--- src/rtl/umi_paced_device_port_if.sv ---
// UMI channel bundle: valid/ready handshake plus cmd/address/data fields.
// master drives valid and fields, slave drives ready.
interface umi_paced_device_port_if #(
  parameter int unsigned DW = 256,
  parameter int unsigned AW = 64,
  parameter int unsigned CW = 32
);
  logic          valid;
  logic          ready;
  logic [CW-1:0] cmd;
  logic [AW-1:0] dstaddr;
  logic [AW-1:0] srcaddr;
  logic [DW-1:0] data;

  modport master (
    output valid, cmd, dstaddr, srcaddr, data,
    input  ready
  );

  modport slave (
    input  valid, cmd, dstaddr, srcaddr, data,
    output ready
  );
endinterface

--- src/rtl/umi_paced_device_port.sv ---
// Paced UMI device port: FIFO-buffered request/response paths with
// run-time valid/ready pacing, transaction counters and outstanding tracking.
module umi_paced_device_port #(
  parameter int unsigned DW        = 256,
  parameter int unsigned AW        = 64,
  parameter int unsigned CW        = 32,
  parameter int unsigned DEPTH     = 4,
  parameter logic [15:0] LFSR_SEED = 16'hACE1
) (
  input  logic                    clk,
  input  logic                    reset,
  input  logic [1:0]              valid_mode,
  input  logic [1:0]              ready_mode,
  umi_paced_device_port_if.slave  in_req,
  umi_paced_device_port_if.master umi_req,
  umi_paced_device_port_if.slave  umi_resp,
  umi_paced_device_port_if.master out_resp,
  output logic [31:0]             req_count,
  output logic [31:0]             resp_count,
  output logic [15:0]             outstanding
);
  localparam int unsigned PW = $clog2(DEPTH);
  localparam int unsigned EW = CW + 2 * AW + DW;

  typedef logic [PW:0] ptr_t;
  typedef enum logic {IDLE, PRESENT} state_e;

  state_e        state_q, state_d;
  logic [1:0]    vmode_q, rmode_q;
  logic [15:0]   lfsr_q, lfsr_d;
  logic          tgl_q;
  ptr_t          qwr_q, qrd_q, swr_q, srd_q;
  logic [EW-1:0] req_mem_q [DEPTH];
  logic [EW-1:0] resp_mem_q [DEPTH];
  logic [31:0]   reqc_q, reqc_d, respc_q, respc_d;
  logic [15:0]   outst_q, outst_d;

  logic req_full, req_empty, resp_full, resp_empty;
  logic req_push, req_pop, resp_push, resp_pop;
  logic vgate, rgate;
  ptr_t req_cnt;

  function automatic logic gate(input logic [1:0] m,
                                input logic r, input logic t);
    logic g;
    unique case (m)
      2'd0:    g = 1'b0;
      2'd1:    g = 1'b1;
      2'd2:    g = r;
      default: g = t;
    endcase
    return g;
  endfunction

  assign vgate = gate(vmode_q, lfsr_q[0], tgl_q);
  assign rgate = gate(rmode_q, lfsr_q[8], tgl_q);

  assign req_cnt   = qwr_q - qrd_q;
  assign req_empty = (qwr_q == qrd_q);
  assign req_full  = (qwr_q[PW] != qrd_q[PW]) &&
                     (qwr_q[PW-1:0] == qrd_q[PW-1:0]);
  assign resp_empty = (swr_q == srd_q);
  assign resp_full  = (swr_q[PW] != srd_q[PW]) &&
                      (swr_q[PW-1:0] == srd_q[PW-1:0]);

  assign in_req.ready = !req_full && !reset;
  assign req_push     = in_req.valid && in_req.ready;

  assign umi_req.valid = (state_q == PRESENT);
  assign {umi_req.cmd, umi_req.dstaddr, umi_req.srcaddr, umi_req.data} =
    umi_req.valid ? req_mem_q[qrd_q[PW-1:0]] : '0;

  assign umi_resp.ready = rgate && !resp_full && !reset;
  assign resp_push      = umi_resp.valid && umi_resp.ready;

  assign out_resp.valid = !resp_empty;
  assign {out_resp.cmd, out_resp.dstaddr, out_resp.srcaddr, out_resp.data} =
    resp_empty ? '0 : resp_mem_q[srd_q[PW-1:0]];
  assign resp_pop = out_resp.valid && out_resp.ready;

  assign req_count   = reqc_q;
  assign resp_count  = respc_q;
  assign outstanding = outst_q;

  assign lfsr_d = {1'b0, lfsr_q[15:1]} ^ (lfsr_q[0] ? 16'hB400 : 16'h0000);

  // Presenter: a presented entry stays valid until the DUT accepts it.
  always_comb begin
    state_d = state_q;
    req_pop = 1'b0;
    unique case (state_q)
      IDLE: begin
        if (!req_empty && vgate) state_d = PRESENT;
      end
      PRESENT: begin
        if (umi_req.ready) begin
          req_pop = 1'b1;
          state_d = (req_cnt > ptr_t'(1) && vgate) ? PRESENT : IDLE;
        end
      end
      default: state_d = IDLE;
    endcase
  end

  // Counter next-state; outstanding saturates at both ends.
  always_comb begin
    reqc_d  = reqc_q + 32'(req_pop);
    respc_d = respc_q + 32'(resp_push);
    outst_d = outst_q;
    unique case ({req_pop, resp_push})
      2'b10:   if (outst_q != 16'hFFFF) outst_d = outst_q + 16'd1;
      2'b01:   if (outst_q != 16'h0000) outst_d = outst_q - 16'd1;
      default: outst_d = outst_q;
    endcase
  end

  // Control state, pacing sources, pointers and counters.
  always_ff @(posedge clk or posedge reset) begin
    if (reset) begin
      state_q <= IDLE;
      vmode_q <= 2'd0;
      rmode_q <= 2'd0;
      lfsr_q  <= LFSR_SEED;
      tgl_q   <= 1'b0;
      qwr_q   <= '0;
      qrd_q   <= '0;
      swr_q   <= '0;
      srd_q   <= '0;
      reqc_q  <= '0;
      respc_q <= '0;
      outst_q <= '0;
    end else begin
      state_q <= state_d;
      vmode_q <= valid_mode;
      rmode_q <= ready_mode;
      lfsr_q  <= lfsr_d;
      tgl_q   <= ~tgl_q;
      qwr_q   <= qwr_q + ptr_t'(req_push);
      qrd_q   <= qrd_q + ptr_t'(req_pop);
      swr_q   <= swr_q + ptr_t'(resp_push);
      srd_q   <= srd_q + ptr_t'(resp_pop);
      reqc_q  <= reqc_d;
      respc_q <= respc_d;
      outst_q <= outst_d;
    end
  end

  // FIFO storage; validity is tracked by the pointers alone.
  always_ff @(posedge clk) begin
    if (req_push)
      req_mem_q[qwr_q[PW-1:0]] <= {in_req.cmd, in_req.dstaddr,
                                   in_req.srcaddr, in_req.data};
    if (resp_push)
      resp_mem_q[swr_q[PW-1:0]] <= {umi_resp.cmd, umi_resp.dstaddr,
                                    umi_resp.srcaddr, umi_resp.data};
  end
endmodule
--- src/flat_wrapper.sv ---
// flat-port wrapper written by rule: the top's interface ports become plain ports
module umi_paced_device_port_flat 
#(
  parameter int unsigned DW        = 256,
  parameter int unsigned AW        = 64,
  parameter int unsigned CW        = 32,
  parameter int unsigned DEPTH     = 4,
  parameter logic [15:0] LFSR_SEED = 16'hACE1
)
  (clk, reset, valid_mode, ready_mode, req_count, resp_count, outstanding, in_req_valid, in_req_cmd, in_req_dstaddr, in_req_srcaddr, in_req_data, in_req_ready, umi_req_valid, umi_req_cmd, umi_req_dstaddr, umi_req_srcaddr, umi_req_data, umi_req_ready, umi_resp_valid, umi_resp_cmd, umi_resp_dstaddr, umi_resp_srcaddr, umi_resp_data, umi_resp_ready, out_resp_valid, out_resp_cmd, out_resp_dstaddr, out_resp_srcaddr, out_resp_data, out_resp_ready);
  umi_paced_device_port_if #(.DW(DW), .AW(AW), .CW(CW)) in_req_i ();
  umi_paced_device_port_if #(.DW(DW), .AW(AW), .CW(CW)) umi_req_i ();
  umi_paced_device_port_if #(.DW(DW), .AW(AW), .CW(CW)) umi_resp_i ();
  umi_paced_device_port_if #(.DW(DW), .AW(AW), .CW(CW)) out_resp_i ();
  input  logic clk;
  input  logic reset;
  input  logic [1:0] valid_mode;
  input  logic [1:0] ready_mode;
  output logic [31:0] req_count;
  output logic [31:0] resp_count;
  output logic [15:0] outstanding;
  input wire logic [$bits(in_req_i.valid)-1:0] in_req_valid;
  input wire logic [$bits(in_req_i.cmd)-1:0] in_req_cmd;
  input wire logic [$bits(in_req_i.dstaddr)-1:0] in_req_dstaddr;
  input wire logic [$bits(in_req_i.srcaddr)-1:0] in_req_srcaddr;
  input wire logic [$bits(in_req_i.data)-1:0] in_req_data;
  output wire logic [$bits(in_req_i.ready)-1:0] in_req_ready;
  output wire logic [$bits(umi_req_i.valid)-1:0] umi_req_valid;
  output wire logic [$bits(umi_req_i.cmd)-1:0] umi_req_cmd;
  output wire logic [$bits(umi_req_i.dstaddr)-1:0] umi_req_dstaddr;
  output wire logic [$bits(umi_req_i.srcaddr)-1:0] umi_req_srcaddr;
  output wire logic [$bits(umi_req_i.data)-1:0] umi_req_data;
  input wire logic [$bits(umi_req_i.ready)-1:0] umi_req_ready;
  input wire logic [$bits(umi_resp_i.valid)-1:0] umi_resp_valid;
  input wire logic [$bits(umi_resp_i.cmd)-1:0] umi_resp_cmd;
  input wire logic [$bits(umi_resp_i.dstaddr)-1:0] umi_resp_dstaddr;
  input wire logic [$bits(umi_resp_i.srcaddr)-1:0] umi_resp_srcaddr;
  input wire logic [$bits(umi_resp_i.data)-1:0] umi_resp_data;
  output wire logic [$bits(umi_resp_i.ready)-1:0] umi_resp_ready;
  output wire logic [$bits(out_resp_i.valid)-1:0] out_resp_valid;
  output wire logic [$bits(out_resp_i.cmd)-1:0] out_resp_cmd;
  output wire logic [$bits(out_resp_i.dstaddr)-1:0] out_resp_dstaddr;
  output wire logic [$bits(out_resp_i.srcaddr)-1:0] out_resp_srcaddr;
  output wire logic [$bits(out_resp_i.data)-1:0] out_resp_data;
  input wire logic [$bits(out_resp_i.ready)-1:0] out_resp_ready;
  assign in_req_i.valid = in_req_valid;
  assign in_req_i.cmd = in_req_cmd;
  assign in_req_i.dstaddr = in_req_dstaddr;
  assign in_req_i.srcaddr = in_req_srcaddr;
  assign in_req_i.data = in_req_data;
  assign in_req_ready = in_req_i.ready;
  assign umi_req_valid = umi_req_i.valid;
  assign umi_req_cmd = umi_req_i.cmd;
  assign umi_req_dstaddr = umi_req_i.dstaddr;
  assign umi_req_srcaddr = umi_req_i.srcaddr;
  assign umi_req_data = umi_req_i.data;
  assign umi_req_i.ready = umi_req_ready;
  assign umi_resp_i.valid = umi_resp_valid;
  assign umi_resp_i.cmd = umi_resp_cmd;
  assign umi_resp_i.dstaddr = umi_resp_dstaddr;
  assign umi_resp_i.srcaddr = umi_resp_srcaddr;
  assign umi_resp_i.data = umi_resp_data;
  assign umi_resp_ready = umi_resp_i.ready;
  assign out_resp_valid = out_resp_i.valid;
  assign out_resp_cmd = out_resp_i.cmd;
  assign out_resp_dstaddr = out_resp_i.dstaddr;
  assign out_resp_srcaddr = out_resp_i.srcaddr;
  assign out_resp_data = out_resp_i.data;
  assign out_resp_i.ready = out_resp_ready;
  umi_paced_device_port #(.DW(DW), .AW(AW), .CW(CW), .DEPTH(DEPTH), .LFSR_SEED(LFSR_SEED)) u_core (.clk(clk), .reset(reset), .valid_mode(valid_mode), .ready_mode(ready_mode), .in_req(in_req_i), .umi_req(umi_req_i), .umi_resp(umi_resp_i), .out_resp(out_resp_i), .req_count(req_count), .resp_count(resp_count), .outstanding(outstanding));
endmodule
--- config.mk ---
export PLATFORM = sky130hd
export DESIGN_NAME = umi_paced_device_port_flat
export DESIGN_NICKNAME = d
export VERILOG_FILES = /design/src/rtl/umi_paced_device_port_if.sv /design/src/rtl/umi_paced_device_port.sv /design/src/flat_wrapper.sv
export SDC_FILE = /design/constraint.sdc
export NUM_CORES = 2
export LEC_CHECK = 0
export ABC_AREA = 1
export CORE_AREA = 2 2 680 682
export CTS_BUF_LIST = sky130_fd_sc_hd__clkbuf_16
export DETAILED_ROUTE_END_ITERATION = 8
export DIE_AREA = 0 0 682 684
export SYNTH_ARGS = -nofsm -noshare
export SYNTH_HDL_FRONTEND = slang
export SYNTH_SLANG_ARGS = --single-unit
--- constraint.sdc ---
create_clock -name clk -period 32.8 [get_ports clk]
set_clock_uncertainty 0.05 [all_clocks]
set_input_delay 4.92 -clock clk [delete_from_list [all_inputs] [get_ports clk]]
set_output_delay 4.92 -clock clk [all_outputs]
set_load 0.005 [all_outputs]
# [After elaboration in Yosys (flattened, before gate mapping)]
# Memories as Yosys holds them, arrays and structs flattened.
# Cells that the tools add are included.
[totals] ff_bits=114 latch_bits=0 ram_bits=3328 rom_bits=0 inputBits=842 out_inout_bits=916 word_cells=80 mem_count=2
[classes] addsub=9 mul=0 n_div=0 order_cmp=1 n_eq_ne=15 shift=0 mux=18 n_bitwise=3 reduce_logical=20
[mem_list] name="u_core.req_mem_q" depth=4 width=416 rd=1 rd_clocked_by_memory_dff=0 write_ports=1 line_no="umi_paced_device_port.sv:33" rtl="logic [EW-1:0] req_mem_q [DEPTH];"
[mem_list] name="u_core.resp_mem_q" depth=4 width=416 rd=1 rd_clocked_by_memory_dff=0 write_ports=1 line_no="umi_paced_device_port.sv:34" rtl="logic [EW-1:0] resp_mem_q [DEPTH];"
[ops] op="two-way mux 416 bit" n=2
[ops] op="adder 32 x 1 -> 32 bit" n=2
[ops] op="two-way mux 16 bit" n=3
[ops] op="case mux 16 bit (2 select lines)" n=1
[ops] op="adder 16 x 1 -> 16 bit (second input constant)" n=1
[ops] op="inequality test 16 bit (second input constant)" n=1
[ops] op="nonzero test 16 bit" n=1
[ops] op="subtractor 16 x 1 -> 16 bit (second input constant)" n=1
[ops] op="XOR 15 x 16 -> 16 bit" n=1
[ops] op="adder 3 x 1 -> 3 bit" n=4
[ops] op="logical AND 1 bit" n=10
[ops] op="two-way mux 1 bit" n=9
[ops] op="== test 2 x 1 -> 1 bit (second input constant)" n=3
[ops] op="== test 2 bit (second input constant)" n=3
[ops] op="== test 3 bit" n=2
[ops] op="case mux 1 bit (3 select lines)" n=2
[ops] op="zero test 1 bit" n=5
[ops] op="== test 2 bit" n=2
[ops] op="zero test 2 bit" n=2
[ops] op="inequality test 2 x 1 -> 1 bit (second input constant)" n=2
[ops] op="greater-than comparator 3 x 1 -> 1 bit (second input constant)" n=1
[ops] op="AND reduction 3 bit" n=1
[ops] op="subtractor 3 bit" n=1
[ops] op="inequality test 1 bit" n=2
[ops] op="3 further kinds" n=4

# [Longest topological paths before layout]
[logic_depth] word_depth=9 ltp_mapped=18 depth_no_buf=18

# [Worst setup path after synthesis]
# Ideal clock, no wire load.
[synth_timing] path_type="input -> register" startpoint="in reset" endpoint="mem u_core.resp_mem_q[2][0] (netlist bit), enable pin" setup_time_ns=1.709 t_arrival_ns=35.856 required_ns=31.041 setup_slack_ns=-4.814 stages=5 path_buffers=0 path_cell_list="inv_1 > nand2_1 > nor2_2 > nand3_2 > nor3_1"
[synth_between] elab_chain_len=5
[synth_lines] element="start: declaration" line_no="flat_wrapper.sv:16" rtl="input logic reset;"
[synth_lines] element="zero test 1 bit" line_no="umi_paced_device_port.sv:73" rtl="assign umi_resp.ready = rgate && !resp_full && !reset;"
[synth_lines] element="logical AND 1 bit" line_no="umi_paced_device_port.sv:73"
[synth_lines] element="logical AND 1 bit" line_no="umi_paced_device_port.sv:74" rtl="assign resp_push = umi_resp.valid && umi_resp.ready;"
[synth_lines] element="two-way mux 1 bit" line_no="umi_paced_device_port.sv:153" rtl="if (resp_push)"
[synth_lines] element="two-way mux 1 bit (not written as such)" line_no="umi_paced_device_port.sv:154" rtl="resp_mem_q[swr_q[PW-1:0]] <= {umi_resp.cmd, umi_resp.dstaddr,"
[synth_lines] element="end: declaration" line_no="umi_paced_device_port.sv:34"
# Every way passes these cells.

# [Final worst setup path]
[layout_timing] startpoint="reg u_core.qrd_q[0]" endpoint="out umi_req_srcaddr[51]"
[layout_between] elab_chain_len=2
[layout_lines] element="start: declaration" line_no="umi_paced_device_port.sv:32" rtl="ptr_t qwr_q, qrd_q, swr_q, srd_q;"
[layout_lines] element="start signal: assignment" line_no="umi_paced_device_port.sv:139" rtl="qrd_q <= qrd_q + ptr_t'(req_pop);"
[layout_lines] element="memory read (4 x 416 bit)"
[layout_lines] element="two-way mux 416 bit" line_no="umi_paced_device_port.sv:71" rtl="umi_req.valid ? req_mem_q[qrd_q[PW-1:0]] : '0;"
[layout_lines] element="end: declaration" line_no="flat_wrapper.sv:31" rtl="output wire logic [$bits(umi_req_i.srcaddr)-1:0] umi_req_srcaddr;"
# Every way passes these cells.

==> run_results.csv <==
group,metric,value,unit
power_and_ir_drop,comb_power_share,41.9,%
floorplanning,die_height,684,um
synthesis,syn_inst,10500,
power_and_ir_drop,intPower,0.00992,W
power_and_ir_drop,netSwitchingFraction,38.0,%
synthesis,synthMuxAreaShare,0,%
hold_path,holdPathStages,0,
finish,drive_gt1_share,5.73,%
job,max_cap_viol_count,0,
timing,fin_crit_sh,36.4,%
power_and_ir_drop,p_total,0.0160,W
clocking,clkSinkCount,3442,
placement,dp_worst_setup_slack,20830,ps
detailed_routing,via_per_inst,4.79,
power_and_ir_drop,p_clk_share,24.7,%
clocking,cts_max_path_buffers,4,
synthesis,ys_warn_count,0,
synthesis,synth_area_leaders,"edfxtp_1, nor2_1, o21ai_0",
timing,setup_viol,0,
clocking,cts.clk_slew.worst_paths,60,ps
power_and_ir_drop,seqPwrFrac,33.4,%
grt,grt_pass1_wl,643000,um
synthesis,synth_ff_type,"edfxtp_1",
synthesis,synth_top_family_by_area,"compound AO/OA/AOI/OAI gates",
timing,worst_slack,20850,ps
critical_path,cpMostUsedCell,"buf_4",
power_and_ir_drop,vdd_ir_drop_max,111,uV
synthesis,synth_cell_type_count,41,
synthesis,synth_compound_area_share,9.88,%
timing,maxSlewHeadroom,17.9,%
timing,fin_crit,11950,ps
floorplanning,pin_count,1758,
timing,rsz0062_at_grt,"no",
critical_path,worstSetupPathType,"reg2out",
synthesis,yosysSeqAreaShare,76.6,%
synthesis,synth_enable_flop_cells,3328,
power_and_ir_drop,p_leak,58.2,nW
critical_path,crit_path_end_kind,"output pin",
hold_path,min_from,"u_core.lfsr_q[3]",
critical_path,slowest_delay,890,ps
finish,fin_util,37.0,%
grt,antenna_found_initial,222,
grt,grt_max_degree,207,
hold_path,hold_class,"reg2reg",
floorplanning,die_width,682,um
timing,slew_viol_final,0,
timing,finalSetupTns,0,ps
clocking,cts_htree_levels,5,
grt,grt_pass1_vias,82800,
finish,nFillCells,43800,
placement,port_buffers,1757,
detailed_routing,wirelength,471000,um
critical_path,worstPathRequired,27830,ps
synthesis,yosys.area_share.simple,9.30,%
critical_path,worstReg2RegStart,"u_core.qrd_q[1]",
detailed_routing,dr.pass1.iters,5,
timing,max_freq,0.0837,GHz
synthesis,ys_ff_latch,3442,
power_and_ir_drop,power.switching,0.00609,W
critical_path,crit_chain,"buf_4, buf_4, buf_4, buf_12, buf_4, nor2_1, nor2_1, o21ai_0, a21oi_1, clkdlybuf4s50_1",
clocking,postCtsSetupBuffers,0,
detailed_routing,drtAntennaViolNets,0,
clocking,insertion_delay,950,ps
clocking,cts_made_buffers,367,
floorplanning,die_area,0.466,mm^2
finish,seq_area,0.103,mm^2
floorplanning,rows,249,
synthesis,yosysTopAreaCell,"edfxtp_1",
critical_path,crit_fanout,151,
grt,grt_usage,19.2,%
critical_path,cp-start-kind,"register",
power_and_ir_drop,power-per-cell-area,94.1,mW/mm^2
synthesis,synth_fa_ha_area_share,0.291,%
clocking,ctsHoldBuffers,0,
synthesis,synth-xor-area-share,0.495,%
detailed_routing,drc,0,
status,status,"complete, no violations",
synthesis,synthMostInstantiatedCell,"edfxtp_1",
grt,overflow,0,
detailed_routing,wl_per_cell,25.3,um
finish,area_growth,26.7,%
timing,worstMarginPinSlew,1230,ps
synthesis,avgSynthCellArea,12.8,um^2
clocking,cts-root-buf,"clkbuf_16",
critical_path,critPathArrivalTime,6980,ps
synthesis,synth_nets,11300,
synthesis,async_flop_share,3.31,%
critical_path,worst_path_max_delay_cell,"dfrtp_4",
placement,finalWeightedCongestion,0.877,
clocking,post_cts_resized,0,
synthesis,synth_common_cells,"edfxtp_1, nor2_1, o21ai_0",
clocking,cts_tree,"done",
detailed_routing,dr_total_vias,89400,
placement,hpwl,319000,um
floorplanning,core-area,0.459,mm^2
finish,multi_input_area,0.0268,mm^2
floorplanning,start_util,29.2,%
detailed_routing,dr.first_iter.drc_count,7594,
synthesis,synth_area,0.134,mm^2
timing,hold_violations,0,
critical_path,startpoint,"u_core.qrd_q[0]",
critical_path,rr_worst_depth,11,
finish,layout.nets,13000,
synthesis,synth_top_area_share,74.5,%
layout make-up:
cell class,count,area share [%]
antenna,101,0.149
clock inverter,302,1.32
tap,6149,4.53
timing repair buffer,1919,11.2
sequential,3442,60.5
inverter,481,1.09
multi-input combinational,5885,15.8
clock buffer,369,5.43
power by group through the flow:
stage	registers, W	clock network, W	logic, W
4_1_cts	0.00534	0.00402	0.00683
6_report	0.00534	0.00395	0.00670
5_1_grt	0.00537	0.00419	0.00721
3_3_place_gp	0.00543	0	0.00678
3_5_place_dp	0.00543	0	0.00680
2_1_floorplan	0.00581	0	0.00289
worst paths after layout:
path	end	slack, ps
setup reg to reg	u_core.req_mem_q[3][276]	25420
setup / recovery	umi_req_srcaddr[51]	20850
max in group asynchronous	u_core.resp_count[4]	26800
hold / removal	u_core.lfsr_q[2]	300
hold reg to reg	u_core.lfsr_q[2]	300
min in group asynchronous	u_core.rmode_q[1]	4460
worst max-delay path: cells and delay by family (launching register included):
family | cells | cell delay (ps)
DFF | 1 | 890
AOI/OAI and AO/OA | 2 | 560
buffers and inverters | 6 | 3880
and+or+nand+nor | 2 | 220
layer usage:
layer | track usage (%) | part of all wire, %
met2 | 32.8 | 50
met3 | 5.18 | 8.0
met4 | 10.3 | 5.8
met5 | 0 | 0.17
met1 | 21.7 | 36
placed cells by master, fill, tap and decap left out, types with 111 or more instances in the layout:
cell type,n
clkdlybuf4s50_1,1757
buf_4,141
nand2_1,556
o21ai_1,111
clkbuf_16,369
inv_1,560
edfxtp_1,3328
a21oi_1,436
nor2_1,2565
o21ai_0,1558
o22ai_1,413
state kept, by name, summed over array words and instances (netlist names):
signal / cells
u_core.qwr_q: 3
u_core.req_count: 32
u_core.resp_count: 32
u_core.umi_req.valid: 1
u_core.resp_mem_q: 1664
u_core.vmode_q: 2
u_core.swr_q: 3
u_core.qrd_q: 3
u_core.outstanding: 16
u_core.srd_q: 3
u_core.tgl_q: 1
u_core.lfsr_q: 16
u_core.req_mem_q: 1664
u_core.rmode_q: 2
stage by stage:
stage | hold WS, ps | cells | area [um^2]
2_1_floorplan | 281 | 10500 | 134000
3_3_place_gp | 287 | 17900 | 158000
3_5_place_dp | 288 | 17900 | 158000
4_1_cts | 302 | 18500 | 170000
5_1_grt | 308 | 18600 | 170000
6_report | 299 | 18600 | 170000
cells by family (layout without fill, tap and decap cells):
group,Yosys count,in the layout
other,0,101
AND/OR/NAND/NOR,3246,3246
buffers and inverters,1129,3071
XOR/XNOR,75,75
AO/OA/AOI/OAI,2534,2534
adder cells (fa/ha/maj),30,30
flip-flops,3442,3442
Power figures use the tool's default switching activity.
